==> src/rtl/div_pkg.sv <==
// Shared types and constants for the sequential restoring divider.
// Constants are held at 64 bits so any XLEN up to 64 can slice them.
package div_pkg;

  localparam int unsigned DIV_XLEN    = 32;
  localparam int unsigned DIV_CONST_W = 64;

  localparam logic [DIV_CONST_W-1:0] DIV_ALL_ONES = '1;
  localparam logic [DIV_CONST_W-1:0] DIV_MOST_NEG = {1'b1, {(DIV_CONST_W-1){1'b0}}};

  typedef enum logic [1:0] {
    IDLE = 2'd0,
    CALC = 2'd1,
    DONE = 2'd2
  } div_state_e;

endpackage

==> src/rtl/div_step.sv <==
// One restoring-division iteration: shift in the next dividend bit, subtract
// the divisor when it fits, and emit the resulting quotient bit.
module div_step
  import div_pkg::*;
#(
  parameter int unsigned XLEN = DIV_XLEN
) (
  input  logic [XLEN-1:0] rem_in,
  input  logic            dvd_bit,
  input  logic [XLEN-1:0] dvs,
  output logic [XLEN-1:0] rem_out,
  output logic            q_bit
);

  logic [XLEN:0] shifted;

  assign shifted = {rem_in, dvd_bit};
  assign q_bit   = (shifted >= {1'b0, dvs});
  // The partial remainder stays below the divisor, so the difference fits in XLEN bits.
  assign rem_out = q_bit ? XLEN'(shifted - {1'b0, dvs}) : shifted[XLEN-1:0];

endmodule

==> src/rtl/seq_divider.sv <==
// Sequential signed/unsigned restoring divider, one quotient bit per cycle.
// Define DIV_ZERO_FASTPATH_EN to send divide-by-zero and signed overflow straight to DONE.
module seq_divider
  import div_pkg::*;
#(
  parameter int unsigned XLEN = DIV_XLEN
) (
  input  logic            clk,
  input  logic            rst_n,
  input  logic            in_valid,
  output logic            in_ready,
  input  logic [XLEN-1:0] dividend,
  input  logic [XLEN-1:0] divisor,
  input  logic            is_signed,
  input  logic            flush,
  output logic            out_valid,
  input  logic            out_ready,
  output logic [XLEN-1:0] quotient,
  output logic [XLEN-1:0] remainder
);

  localparam int unsigned     CNT_W    = $clog2(XLEN + 1);
  localparam logic [CNT_W-1:0] LAST_CNT = CNT_W'(XLEN);
  localparam logic [XLEN-1:0] ONES     = DIV_ALL_ONES[XLEN-1:0];
  localparam logic [XLEN-1:0] MOST_NEG = DIV_MOST_NEG[DIV_CONST_W-1 -: XLEN];
  localparam logic [XLEN-1:0] ONE      = XLEN'(1);

  function automatic logic [XLEN-1:0] cond_negate(input logic [XLEN-1:0] v, input logic neg);
    return neg ? ((~v) + ONE) : v;
  endfunction

  div_state_e       state_q, state_d;
  logic [CNT_W-1:0] cnt_q;
  logic [XLEN-1:0]  dq_q, rem_q, dvs_q, dvd_raw_q;
  logic             neg_quot_q, neg_rem_q, dz_q, ovf_q;
  logic [XLEN-1:0]  quot_q, remo_q;
  logic [XLEN-1:0]  fin_quot, fin_rem;
  logic [XLEN-1:0]  step_rem;
  logic             step_q;
  logic             accept, dz_in, ovf_in, last_iter, iterate;

  assign accept    = in_valid && (state_q == IDLE) && !flush;
  assign dz_in     = (divisor == '0);
  assign ovf_in    = is_signed && (dividend == MOST_NEG) && (divisor == ONES);
  assign last_iter = (state_q == CALC) && (cnt_q == LAST_CNT);
  assign iterate   = (state_q == CALC) && (cnt_q != LAST_CNT);

  assign in_ready  = (state_q == IDLE);
  assign out_valid = (state_q == DONE);
  assign quotient  = quot_q;
  assign remainder = remo_q;

  div_step #(.XLEN(XLEN)) u_step (
    .rem_in  (rem_q),
    .dvd_bit (dq_q[XLEN-1]),
    .dvs     (dvs_q),
    .rem_out (step_rem),
    .q_bit   (step_q)
  );

  always_comb begin
    state_d = state_q;
    unique case (state_q)
      IDLE: begin
        if (accept) begin
          state_d = CALC;
`ifdef DIV_ZERO_FASTPATH_EN
          if (dz_in || ovf_in) state_d = DONE;
`endif
        end
      end
      CALC:    if (last_iter) state_d = DONE;
      DONE:    if (out_ready) state_d = IDLE;
      default: state_d = IDLE;
    endcase
    // Flush outranks every handshake, including one arriving in IDLE.
    if (flush) state_d = IDLE;
  end

  always_ff @(posedge clk or negedge rst_n) begin
    if (!rst_n) begin
      state_q <= IDLE;
      cnt_q   <= '0;
    end else begin
      state_q <= state_d;
      if (accept) cnt_q <= '0;
      else if (iterate) cnt_q <= cnt_q + CNT_W'(1);
    end
  end

  // Magnitudes are formed at acceptance; dq_q shifts dividend bits out and quotient bits in.
  always_ff @(posedge clk) begin
    if (accept) begin
      dq_q       <= cond_negate(dividend, is_signed && dividend[XLEN-1]);
      dvs_q      <= cond_negate(divisor, is_signed && divisor[XLEN-1]);
      rem_q      <= '0;
      dvd_raw_q  <= dividend;
      neg_quot_q <= is_signed && (dividend[XLEN-1] ^ divisor[XLEN-1]);
      neg_rem_q  <= is_signed && dividend[XLEN-1];
      dz_q       <= dz_in;
      ovf_q      <= ovf_in;
    end else if (iterate) begin
      dq_q  <= {dq_q[XLEN-2:0], step_q};
      rem_q <= step_rem;
    end
  end

  always_comb begin
    fin_quot = cond_negate(dq_q, neg_quot_q);
    fin_rem  = cond_negate(rem_q, neg_rem_q);
    if (dz_q) begin
      fin_quot = ONES;
      fin_rem  = dvd_raw_q;
    end else if (ovf_q) begin
      fin_quot = dvd_raw_q;
      fin_rem  = '0;
    end
  end

  always_ff @(posedge clk or negedge rst_n) begin
    if (!rst_n) begin
      quot_q <= '0;
      remo_q <= '0;
    end else if (last_iter && !flush) begin
      quot_q <= fin_quot;
      remo_q <= fin_rem;
    end
`ifdef DIV_ZERO_FASTPATH_EN
    else if (accept && (dz_in || ovf_in)) begin
      quot_q <= dz_in ? ONES : dividend;
      remo_q <= dz_in ? dividend : '0;
    end
`endif
  end

endmodule

==> config.mk <==
export PLATFORM = sky130hd
export DESIGN_NAME = seq_divider
export DESIGN_NICKNAME = d
export VERILOG_FILES = /design/src/rtl/div_pkg.sv /design/src/rtl/div_step.sv /design/src/rtl/seq_divider.sv
export SDC_FILE = /design/constraint.sdc
export NUM_CORES = 1
export LEC_CHECK = 0
export BUFFER_PORTS_ARGS = -buffer_cell sky130_fd_sc_hd__buf_2
export CORE_MARGIN = 3
export CORE_UTILIZATION = 50
export CTS_CLUSTER_DIAMETER = 60
export CTS_CLUSTER_SIZE = 14
export DETAILED_ROUTE_END_ITERATION = 8
export PLACE_DENSITY = 0.72
export SLEW_MARGIN = 15
export SYNTH_ARGS = -nofsm -noshare
export SYNTH_HDL_FRONTEND = slang
export SYNTH_HIERARCHICAL = 1
export SYNTH_SLANG_ARGS = --single-unit
==> constraint.sdc <==
create_clock -name clk -period 3.48 [get_ports clk]
set_input_delay 0.174 -clock clk [delete_from_list [all_inputs] [get_ports clk]]
set_output_delay 0.174 -clock clk [all_outputs]
set_load 0.02 [all_outputs]
==> results of run 1 <==
## worst reg2reg max path, cell delays in order, from the launching register on
cell      delay, ns
edfxtp_1       0.44
inv_1          0.09
ha_1           0.18
fa_1           0.23
nor2b_1        0.09
o31a_1         0.29
o41ai_2        0.49
nor2_1         0.14
o311ai_2       0.45
o21ai_0        0.17
xor2_1         0.18
mux2_4         0.28
nand2_1        0.05
o21ai_0        0.08
## logic make-up (layout without fill, tap and decap cells)
family | count (synthesis) | count (layout)
AND/OR/NAND/NOR | 472 | 472
XOR/XNOR | 136 | 136
multiplexers | 34 | 34
AO/OA/AOI/OAI | 421 | 421
flip-flops | 204 | 204
adder cells (fa/ha/maj) | 40 | 40
buffers and inverters | 135 | 326
## metal layers
layer | vias to the layer above | GRT usage, % | routed length (microns)
met2 | 500 | 42.8 | 18000
met4 | 0 | 8.57 | 1230
met5 | - | 0 | 0
met1 | 5741 | 38.4 | 17200
li1 | 5677 | - | -
met3 | 84 | 2.62 | 2610
## layout by cell type, fill, tap and decap left out, drive strengths merged, types with 44 or more instances in the layout
master,Yosys,layout
a21oi,89,89
buf,17,188
dfrtp,72,72
edfxtp,100,100
inv,58,62
nand2,153,153
nor2,103,103
o21ai,157,157
or3,44,44
xnor2,49,49
xor2,87,87
## power groups by stage
stage | clock (W) | sequential, W | combinational (W)
floorplan | 0 | 0.00372 | 0.00345
global placement | 0 | 0.00350 | 0.00517
detailed placement | 0 | 0.00351 | 0.00525
CTS | 0.00235 | 0.00347 | 0.00537
global route | 0.00244 | 0.00353 | 0.00596
finish | 0.00231 | 0.00348 | 0.00547
## worst paths after layout
check	startpoint	end	slack (ns)	cells past startpoint
max	dq_q[31]$_DFFE_PP_	rem_q[28]$_SDFFE_PN0P_	0.17	13
min	divisor[30]	dvs_q[30]$_DFFE_PN_	0.01	2
max in group asynchronous	rst_n	state_q[0]$_DFFE_PN0P_	2.48	2
min in group asynchronous	rst_n	quotient[13]$_DFFE_PN0P_	0.37	2
min reg2reg	remainder[12]$_DFFE_PN0P_	remainder[12]$_DFFE_PN0P_	0.50	2
max reg2reg	dq_q[31]$_DFFE_PP_	rem_q[28]$_SDFFE_PN0P_	0.17	13
## cell usage after synthesis (all sizes together), types with 3 or more instances
| library cell | instances | area share (%) |
|---|---|---|
| o21ai | 157 | 5.9 |
| nand2 | 153 | 4.3 |
| nor2 | 103 | 2.9 |
| edfxtp | 100 | 23 |
| a21oi | 89 | 3.4 |
| xor2 | 87 | 5.8 |
| dfrtp | 72 | 14 |
| clkbuf | 60 | 1.7 |
| inv | 58 | 1.6 |
| xnor2 | 49 | 3.2 |
| or3 | 44 | 2.1 |
| ha | 39 | 3.7 |
| o41ai | 34 | 2.8 |
| dfxtp | 32 | 4.8 |
| o31ai | 28 | 1.6 |
| mux2 | 24 | 2.6 |
| nor4 | 24 | 1.2 |
| nand3 | 21 | 0.79 |
| nor3 | 21 | 0.88 |
| or4 | 20 | 1.2 |
| nand4 | 18 | 0.85 |
| buf | 17 | 0.97 |
| o22ai | 17 | 0.80 |
| a211oi | 13 | 0.81 |
| a221oi | 13 | 0.86 |
| a31oi | 12 | 0.68 |
| nor2b | 12 | 0.62 |
| a21o | 11 | 0.62 |
| mux2i | 10 | 0.76 |
| or2 | 10 | 0.49 |
| nand2b | 9 | 0.42 |
| and2 | 7 | 0.33 |
| and3 | 7 | 0.33 |
| o21a | 7 | 0.40 |
| nand3b | 6 | 0.34 |
| o21bai | 6 | 0.34 |
| a21boi | 5 | 0.28 |
| nor3b | 5 | 0.28 |
| o31a | 5 | 0.33 |
| o211ai | 4 | 0.23 |
| o22a | 4 | 0.26 |
| o2111ai | 3 | 0.25 |
## final cells by class
type / count / area, sq um / share of cell area [%]
inverter: 58 / 219 / 1.41
timing repair buffer: 228 / 1480 / 9.52
multi-input combinational: 1103 / 7270 / 46.8
tap: 330 / 413 / 2.66
sequential: 204 / 5450 / 35.1
clock buffer: 31 / 626 / 4.03
clock inverter: 9 / 71.3 / 0.460
## metrics by stage
step / area (sq um) / total power [W] / instances
2_1_floorplan: 13300 / 0.00717 / 1442
3_3_place_gp: 14400 / 0.00867 / 1883
6_report: 15500 / 0.0113 / 1963
3_5_place_dp: 14400 / 0.00877 / 1883
5_1_grt: 15500 / 0.0119 / 1963
4_1_cts: 15500 / 0.0112 / 1963
## registers in the layout (all words and copies together), names as in the netlist, 2 cells and up
name       flops
cnt_q          6
dq_q          32
dvd_raw_q     32
dvs_q         32
quotient      32
rem_q         32
remainder     32
state_q        2
## what timing repair did
item,4_1_cts,5_1_grt
resized for setup,0,4
hold buffers,40,0
endpoints found under the hold margin,109,0
endpoints found under the setup margin,0,28
==> results.md, run 1 <==
- Synth cell types: 83
- Sw Share: 42.2%
- Setup repair after global routing missed its margin: false
- Max Fclk: 303 MHz
- Antenna violations before repair: 0
- Flop pwr share: 30.9%
- CTS Buffer Depth: 3
- Mapped Cells: 1442
- Utilization after layout: 60.6%
- Setup violators final: 0
- Layout cells sized above 1: 17.1%
- Tightest Pin Transition: 0.994 ns
- Final Cycle Share: 95.0%
- Main combinational cell family by area after synthesis: compound AO/OA/AOI/OAI gates
- Routed vias: 12000
- FILL cells: 2235
- I/O pin count: 136
- Die Width: 169 microns
- Worst skew pair latency: 0.52 ns
- Yosys reg bits: 204
- Fin. Hold Viols: 0
- Sum Neg Setup Slack: 0 ns
- Post-synthesis xor/xnor area fraction: 8.99%
- Vias in the first global route: 11400
- Max FO, Critical Path: 3
- DR vias/cell: 6.11
- Post-layout min period: 3.31 ns
- Clock slew at reported path FFs: 0.07 ns
- EDFF count, synth: 100
- Int Power: 0.00651 W
- DIE AREA: 28500 sq um
- Total congestion overflow: 0
- Pins Over Slew Limit: 0
- Synth Area in Compound Gates: 20.5%
- LEAKAGE: 6.51 nW
- Final Skew: 0.0109 ns
- Slew headroom: 33.7%
- Power density cells: 725 nW/um^2
- Power share of the combinational group: 48.6%
- Pre-antenna DRT Iters: 6
- Clock sink count: 204
- Worst setup SP type: flip-flop
- Number of port buffers: 135
- Ant diodes: 0
- Post-Synth Adder-Cell Area: 3.83%
- Drt wl/cell: 19.9 microns
- Slowest stage delay, CP: 0.49 ns
- Final ANT Viol Nets: 0
- Register area share after synthesis: 41.1%
- Critical path type: flip-flop to flip-flop
- Final net count: 1727
- Largest net degree at the start of global routing: 90
- Detailed Route Iter0 Violations: 1240
- Final wirelength: 39100 microns
- CTS Buf Count: 22
- CORE AREA: 25600 sq um
- Placer Congestion: 0.927
- Synth Area per Inst: 9.19 sq um
- Bufs and invs on worst path: 1
- Initial Utilization: 51.7%
- Most used flip-flop cell after synthesis: edfxtp_1
- P_sw: 0.00475 W
- First-pass GRT wire length: 61700 microns
- All-Layer GR Usage: 26.7%
- Hold slack final: 0.00966 ns
- Max-Cap Viols: 0
- Simple-gate share of the synthesized area: 17.9%
- Syn. warnings: 6
- Class of the worst hold path: input pin to flip-flop
- Critical-path cell list: inv_1 > ha_1 > fa_1 > nor2b_1 > o31a_1 > o41ai_2 > nor2_1 > o311ai_2 > o21ai_0 > xor2_1 > mux2_4 > nand2_1 > o21ai_0
- Root Driver: clkbuf_16
- H-tree lvl count: 1
- Post-route worst setup slack: 0.175 ns
- Setup Buffers After CTS: 0
- Row count: 58
- Async SR Flop Fraction: 35.3%
- Crit-path slowest cell: o41ai_2
- Post-DP HPWL: 28200 microns
- Area Growth Syn to Fin: 17.1%
- Worst path required time: 3.86 ns
- CTS tree: built
- Clock network fraction of total power: 20.5%
- Status: finished, final reports clean
- Post-Syn Nets: 1552
- DR DRC count: 0
- CP endpoint kind: flip-flop
- Crit path arrival time: 3.69 ns
- VDD IR max: 0.528 mV
- Die height: 169 microns
- Crit-path leading delay family: compound AO/OA/AOI/OAI gates
- Pre-CTS WS: 0.113 ns
- Mapped Area: 13300 sq um
- Multiplexer share of the synthesized area: 3.36%
- CP dominant cell by count: o21ai_0
Power figures use the tool's default switching activity.
==> run 2, diff against run 1 <==
- ABC_AREA: unset -> 1
- RECOVER_POWER: unset -> 100
==> run 2 against run 1 <==
Effect of this change:
- the flow now finishes with violations (max-capacitance violations, max-slew violations)
- critical path depth decreased by 7
- area after synthesis grew 10%
- register-to-register slack gained 0.22 ns
- power is 4.6% lower
- combinational power is 14% lower
- synthesized cell count increased by 49%
- sequential power shrank 5.7%
- via count is 26% higher
- highest routed layer is now met5
==> results.md, run 2 <==
- Status: complete, but fails checks
- Failing checks: max-capacitance violations, max-slew violations
- Tightest Pin Transition: 2.87 ns
- Critical path type: flip-flop to flip-flop
- Initial Utilization: 51.6%
- Setup violators final: 0
- Flop pwr share: 30.6%
- Final std cells w/o fill: 2699
- Synth area leaders: edfxtp_1, nand2_1, dfrtp_1
- Setup Buffers After CTS: 0
- Metal3 WL: 4830 microns
- Placed cells: 2611
- Most frequent cells in the layout: nand2_1, inv_1, nor2_1, nand3_1, a21oi_1
- H-tree lvl count: 1
- Final Skew: 0.0230 ns
- Sw Share: 45.2%
- EDFF count, synth: 100
- Critical-path cell list: inv_1 > ha_1 > nand4_1 > nand2_1 > nand2_1 > buf_4
- Multiplexer share of the synthesized area: 0%
- Mapped Cells: 2142
- DIE AREA: 31200 sq um
- Async SR Flop Fraction: 35.3%
- Yosys reg bits: 204
- Final ANT Viol Nets: 0
- Vias in the first global route: 14300
- Pre-antenna DRT Iters: 9
- Class of the worst hold path: input pin to flip-flop
- Total congestion overflow: 0
- Max Fclk: 324 MHz
- Drt wl/cell: 19.0 microns
- Post-layout min period: 3.08 ns
- CORE AREA: 28200 sq um
- M1 WL: 22900 microns
- Hold buffer count at cts: 39
- Placer Congestion: 1.05
- Post_cts resized: 0
- Int Power: 0.00588 W
- All-Layer GR Usage: 32.7%
- P_sw: 0.00486 W
- Power share of the combinational group: 44.1%
- Pins Over Slew Limit: 96
- LEAKAGE: 8.02 nW
- Power density cells: 647 nW/um^2
- Die Width: 177 microns
- Post-Syn Nets: 2252
- Synth cell types: 46
- Register area share after synthesis: 37.3%
- DR vias/cell: 5.62
- Fin. Hold Viols: 0
- Count leader, synth: nand2_1
- Antenna violations before repair: 5
- Final Cycle Share: 88.6%
- I/O pin count: 136
- Total chip power: 0.0107 W
- Post-DP HPWL: 40500 microns
- Final net count: 2410
- Sum Neg Setup Slack: 0 ns
- Slowest stage delay, CP: 0.94 ns
- Detailed Route Iter0 Violations: 1639
- Clock sink count: 204
- DR DRC count: 0
- Crit-path slowest cell: nand2_1
- Die height: 177 microns
- Post-synth top cells: nand2_1, inv_1, nor2_1, nand3_1, a21oi_1
- Row count: 61
- Mapped Area: 14600 sq um
- Area Growth Syn to Fin: 13.8%
- Crit path arrival time: 3.27 ns
- Layout cells sized above 1: 5.13%
- Syn. warnings: 6
- Synth Area in Compound Gates: 10.1%
- DR WL met2: 22100 microns
- Synth Area per Inst: 6.81 sq um
- CTS tree: built
- Setup repair after global routing missed its margin: false
- CP dominant cell by count: nand2_1
- Max-Cap Viols: 2
- Clock network fraction of total power: 25.3%
- Leading area contributor after synthesis: edfxtp_1
- Worst setup SP type: flip-flop
- Main combinational cell family by area after synthesis: simple AND/OR/NAND/NOR gates
- CP endpoint kind: flip-flop
- Number of port buffers: 135
- Final wirelength: 51400 microns
- Post-synthesis xor/xnor area fraction: 3.48%
- Root Driver: clkbuf_16
- Most used flip-flop cell after synthesis: edfxtp_1
- CTS Buf Count: 26
- Clock slew at reported path FFs: 0.06 ns
- CTS Buffer Depth: 3
- VDD IR max: 0.385 mV
- Simple-gate share of the synthesized area: 36.0%
- Worst skew pair latency: 0.54 ns
- Max FO, Critical Path: 35
- Largest net degree at the start of global routing: 63
- Commonest non-fill, non-tap cell in the layout: nand2_1
- Post-Synth Adder-Cell Area: 3.48%
- Share of the synthesized area in the top cell type: 20.6%
- First-pass GRT wire length: 79700 microns
- Worst path required time: 3.67 ns
- Routed vias: 15200
- Slew headroom: -91.2%
- Top sig layer: met5
-- run 2: area by class of cell --
type	instances	area (sq um)
tap	378	473
fill	2848	11600
clock buffer	34	733
sequential	204	5450
antenna	1	2.50
timing repair buffer	190	1040
inverter	290	1090
clock inverter	14	154
multi-input combinational	1588	7650
-- run 2: critical path: cells and delay by family, from the launching register on --
kind,cells,cell delay [ns]
adders and majority gates,1,0.21
buffers and inverters,2,0.59
DFF,1,0.35
and+or+nand+nor,3,1.57
-- run 2: power groups by stage --
| stage | registers (W) | logic, W | clock network, W |
|---|---|---|---|
| finish | 0.00328 | 0.00473 | 0.00272 |
| CTS | 0.00328 | 0.00475 | 0.00274 |
| global route | 0.00332 | 0.00535 | 0.00285 |
| detailed placement | 0.00332 | 0.00469 | 0 |
| global placement | 0.00332 | 0.00467 | 0 |
| floorplan | 0.00315 | 0.00356 | 0 |
-- run 2: final timing paths --
path	start	end	slack, ns	depth (start not counted)
hold reg to reg	remainder[3]$_DFFE_PN0P_	remainder[3]$_DFFE_PN0P_	0.49	2
hold / removal	divisor[22]	dvs_q[22]$_DFFE_PN_	0.03	3
min in group asynchronous	rst_n	quotient[21]$_DFFE_PN0P_	1.12	2
max in group asynchronous	rst_n	remainder[9]$_DFFE_PN0P_	0.75	2
setup reg to reg	cnt_q[0]$_DFFE_PN0P_	dq_q[14]$_DFFE_PP_	0.40	6
setup / recovery	cnt_q[0]$_DFFE_PN0P_	dq_q[14]$_DFFE_PP_	0.40	6
-- run 2: logic make-up after synthesis --
family | Yosys count
AND/OR/NAND/NOR | 1203
buffers and inverters | 350
AO/OA/AOI/OAI | 287
flip-flops | 204
XOR/XNOR | 58
adder cells (fa/ha/maj) | 40
-- run 2: metal layers --
metal | track usage [%] | up-vias
met5 | 0 | -
li1 | - | 7266
met2 | 49.6 | 717
met1 | 48.7 | 7098
met3 | 5.02 | 91
met4 | 8.77 | 2
-- run 2: per-stage QoR --
step	setup WS (ns)	cell area (sq um)	util [%]	hold slack (ns)
3_5_place_dp	0.650	15600	55.1	0.252
6_report	0.395	16600	58.7	0.0259
5_1_grt	0.199	16600	58.7	0.00889
3_3_place_gp	0.645	15600	55.1	0.253
4_1_cts	0.650	16800	59.7	0.00854
2_1_floorplan	0.888	14600	-	-0.122
==> run 3, diff against run 2 <==
- CORE_MARGIN: 3 -> unset
- CORE_UTILIZATION: 50 -> 39
- PLACE_DENSITY: 0.72 -> unset
==> run 3 against run 2 <==
Effect of this change:
- the flow still finishes with violations (max-capacitance violations, max-slew violations)
- via count fell by 2.3%
- non-clock buffer count rose by 8
- first-iteration DRC count rose by 2.5%
- wire length rose by 0.63%
- power rose by 2.2%
- clock power rose by 7%
- hold slack got worse by 0.016 ns
- setup slack improved by 0.013 ns
- register-to-register slack barely moved
- flip-flop and latch count did not move
- core utilization fell by 13 points
- highest routed layer is now met4
==> results.md, run 3 (same netlist as run 2, synthesis figures left out) <==
- Status: complete, but fails checks
- Failing checks: max-capacitance violations, max-slew violations
- Utilization after layout: 45.8%
- LEAKAGE: 8.08 nW
- Post_cts resized: 0
- Power density cells: 652 nW/um^2
- Post-DP HPWL: 40200 microns
- Slowest stage delay, CP: 0.91 ns
- DR DRC count: 0
- Layout cells sized above 1: 5.33%
- Footprint of the multi-input gates: 7670 sq um
- Tightest Pin Transition: 1.96 ns
- CTS tree: built
- Pins Over Slew Limit: 117
- CORE AREA: 36700 sq um
- FILL cells: 3854
- Slew headroom: -31.0%
- Hold slack final: 0.00960 ns
- WP depth: 6
- Total chip power: 0.0110 W
- Commonest non-fill, non-tap cell in the layout: nand2_1
- Vias in the first global route: 14000
- Crit-path slowest cell: nand2_1
- CTS Buf Count: 26
- Number of port buffers: 135
- Register area: 5450 sq um
- H-tree lvl count: 1
- Area Growth Syn to Fin: 15.4%
- All-Layer GR Usage: 27.1%
- Detailed Route Iter0 Violations: 1680
- Reg-to-reg startpoint: cnt_q[0]$_DFFE_PN0P_
- CP endpoint: dq_q[0]$_DFFE_PP_
- Sum Neg Setup Slack: 0 ns
- Most frequent cells in the layout: nand2_1, inv_1, nor2_1, nand3_1, a21oi_1
- VDD IR max: 0.326 mV
- Cell Area, Placed: 15700 sq um
- Largest net degree at the start of global routing: 73
- Worst path required time: 3.67 ns
- Clock slew at reported path FFs: 0.06 ns
- Total congestion overflow: 0
- Die height: 195 microns
- Reg2Reg Capture Point: dq_q[0]$_DFFE_PP_
- Critical-path cell list: inv_1 > ha_1 > nand4_1 > nand2_1 > nand2_1 > clkbuf_2
- Final Skew: 0.0259 ns
- Row count: 70
- Worst skew pair latency: 0.56 ns
- Placer Congestion: 1.00
- Die Width: 195 microns
- Root Driver: clkbuf_16
- Bufs and invs on worst path: 2
- Min-delay src: divisor[7]
- Final wirelength: 51700 microns
- Worst setup SP type: flip-flop
- Antenna violations before repair: 1
- Critical path type: flip-flop to flip-flop
- Post-layout min period: 3.07 ns
- Setup violators final: 0
- Routed vias: 14800
- Fin. Hold Viols: 0
- Design Area, Final: 16800 sq um
- Max-Cap Viols: 2
- Final ANT Viol Nets: 0
- I/O pin count: 136
- CTS Buffer Depth: 3
- Max Fclk: 326 MHz
- Pre-antenna DRT Iters: 5
- Class of the worst hold path: input pin to flip-flop
- R2R setup slack: 0.41 ns
- DR vias/cell: 5.30
- Initial Utilization: 39.7%
- Final net count: 2418
- Final Cycle Share: 88.3%
- First-pass GRT wire length: 80000 microns
- CP endpoint kind: flip-flop
- Setup repair after global routing missed its margin: false
- Crit-path leading delay family: simple AND/OR/NAND/NOR gates
- Crit path arrival time: 3.26 ns
- CP dominant cell by count: nand2_1
- Clock sink count: 204
- Drt wl/cell: 18.5 microns
- Crit path launch: cnt_q[0]$_DFFE_PN0P_
- DIE AREA: 38200 sq um
- Worst-case reg-to-reg path depth: 6
- Max FO, Critical Path: 23
==> run 3: changes by cell type in the layout (fill, tap and decap cells not counted), sizes merged <==
cell,change
bufinv,+3
clkbuf,+2
clkinv,-5
clkinvlp,+1
dlygate4sd3,+6
inv,+1
==> run 3: report_power, final <==
group	leakage (nW)	switching [W]	total (W)	internal [W]
registers	2.21	0.000398	0.00327	0.00287
clock network	0.451	0.00119	0.00291	0.00172
logic	5.41	0.00332	0.00479	0.00148
total	8.08	0.00491	0.0110	0.00606
==> run 3: worst min path at each step <==
stage | slack (ns) | cells past startpoint | endpoint
finish | 0.01 | 2 | dvs_q[7]$_DFFE_PN_
CTS | 0.002 | 2 | dvs_q[7]$_DFFE_PN_
global route | 0.01 | 2 | dvs_q[7]$_DFFE_PN_
detailed placement | 0.36 | 2 | state_q[1]$_DFFE_PN0P_
global placement | 0.36 | 2 | state_q[1]$_DFFE_PN0P_
floorplan | -0.12 | 0 | cnt_q[0]$_DFFE_PN0P_
==> run 3: metrics by stage <==
stage | cells | worst slack, ns
global placement | 2703 | 0.679
finish | 2797 | 0.408
floorplan | 2142 | 0.888
global route | 2797 | 0.192
CTS | 2796 | 0.626
detailed placement | 2703 | 0.634
==> run 3: repair_timing <==
action                    4_1_cts  5_1_grt
hold buffers                   45        0
hold endpoints to repair      116        0
buffers inserted                0        0
==> run 3: final cells by class <==
cell class	instances	area share, %
antenna	1	0.0149
clock buffer	34	4.25
clock inverter	14	1.22
inverter	290	6.48
multi-input combinational	1588	45.6
sequential	204	32.4
tap	468	3.48
timing repair buffer	198	6.59
==> run 3: routing by layer <==
layer  track usage (%)  vias to the layer above  share of wire (%)
met5                 0                        -                  0
met4              8.89                        0                2.9
met3              4.30                       78                7.6
met2              40.0                      525                 42
met1              40.2                     6930                 47
li1                  -                     7292                  -
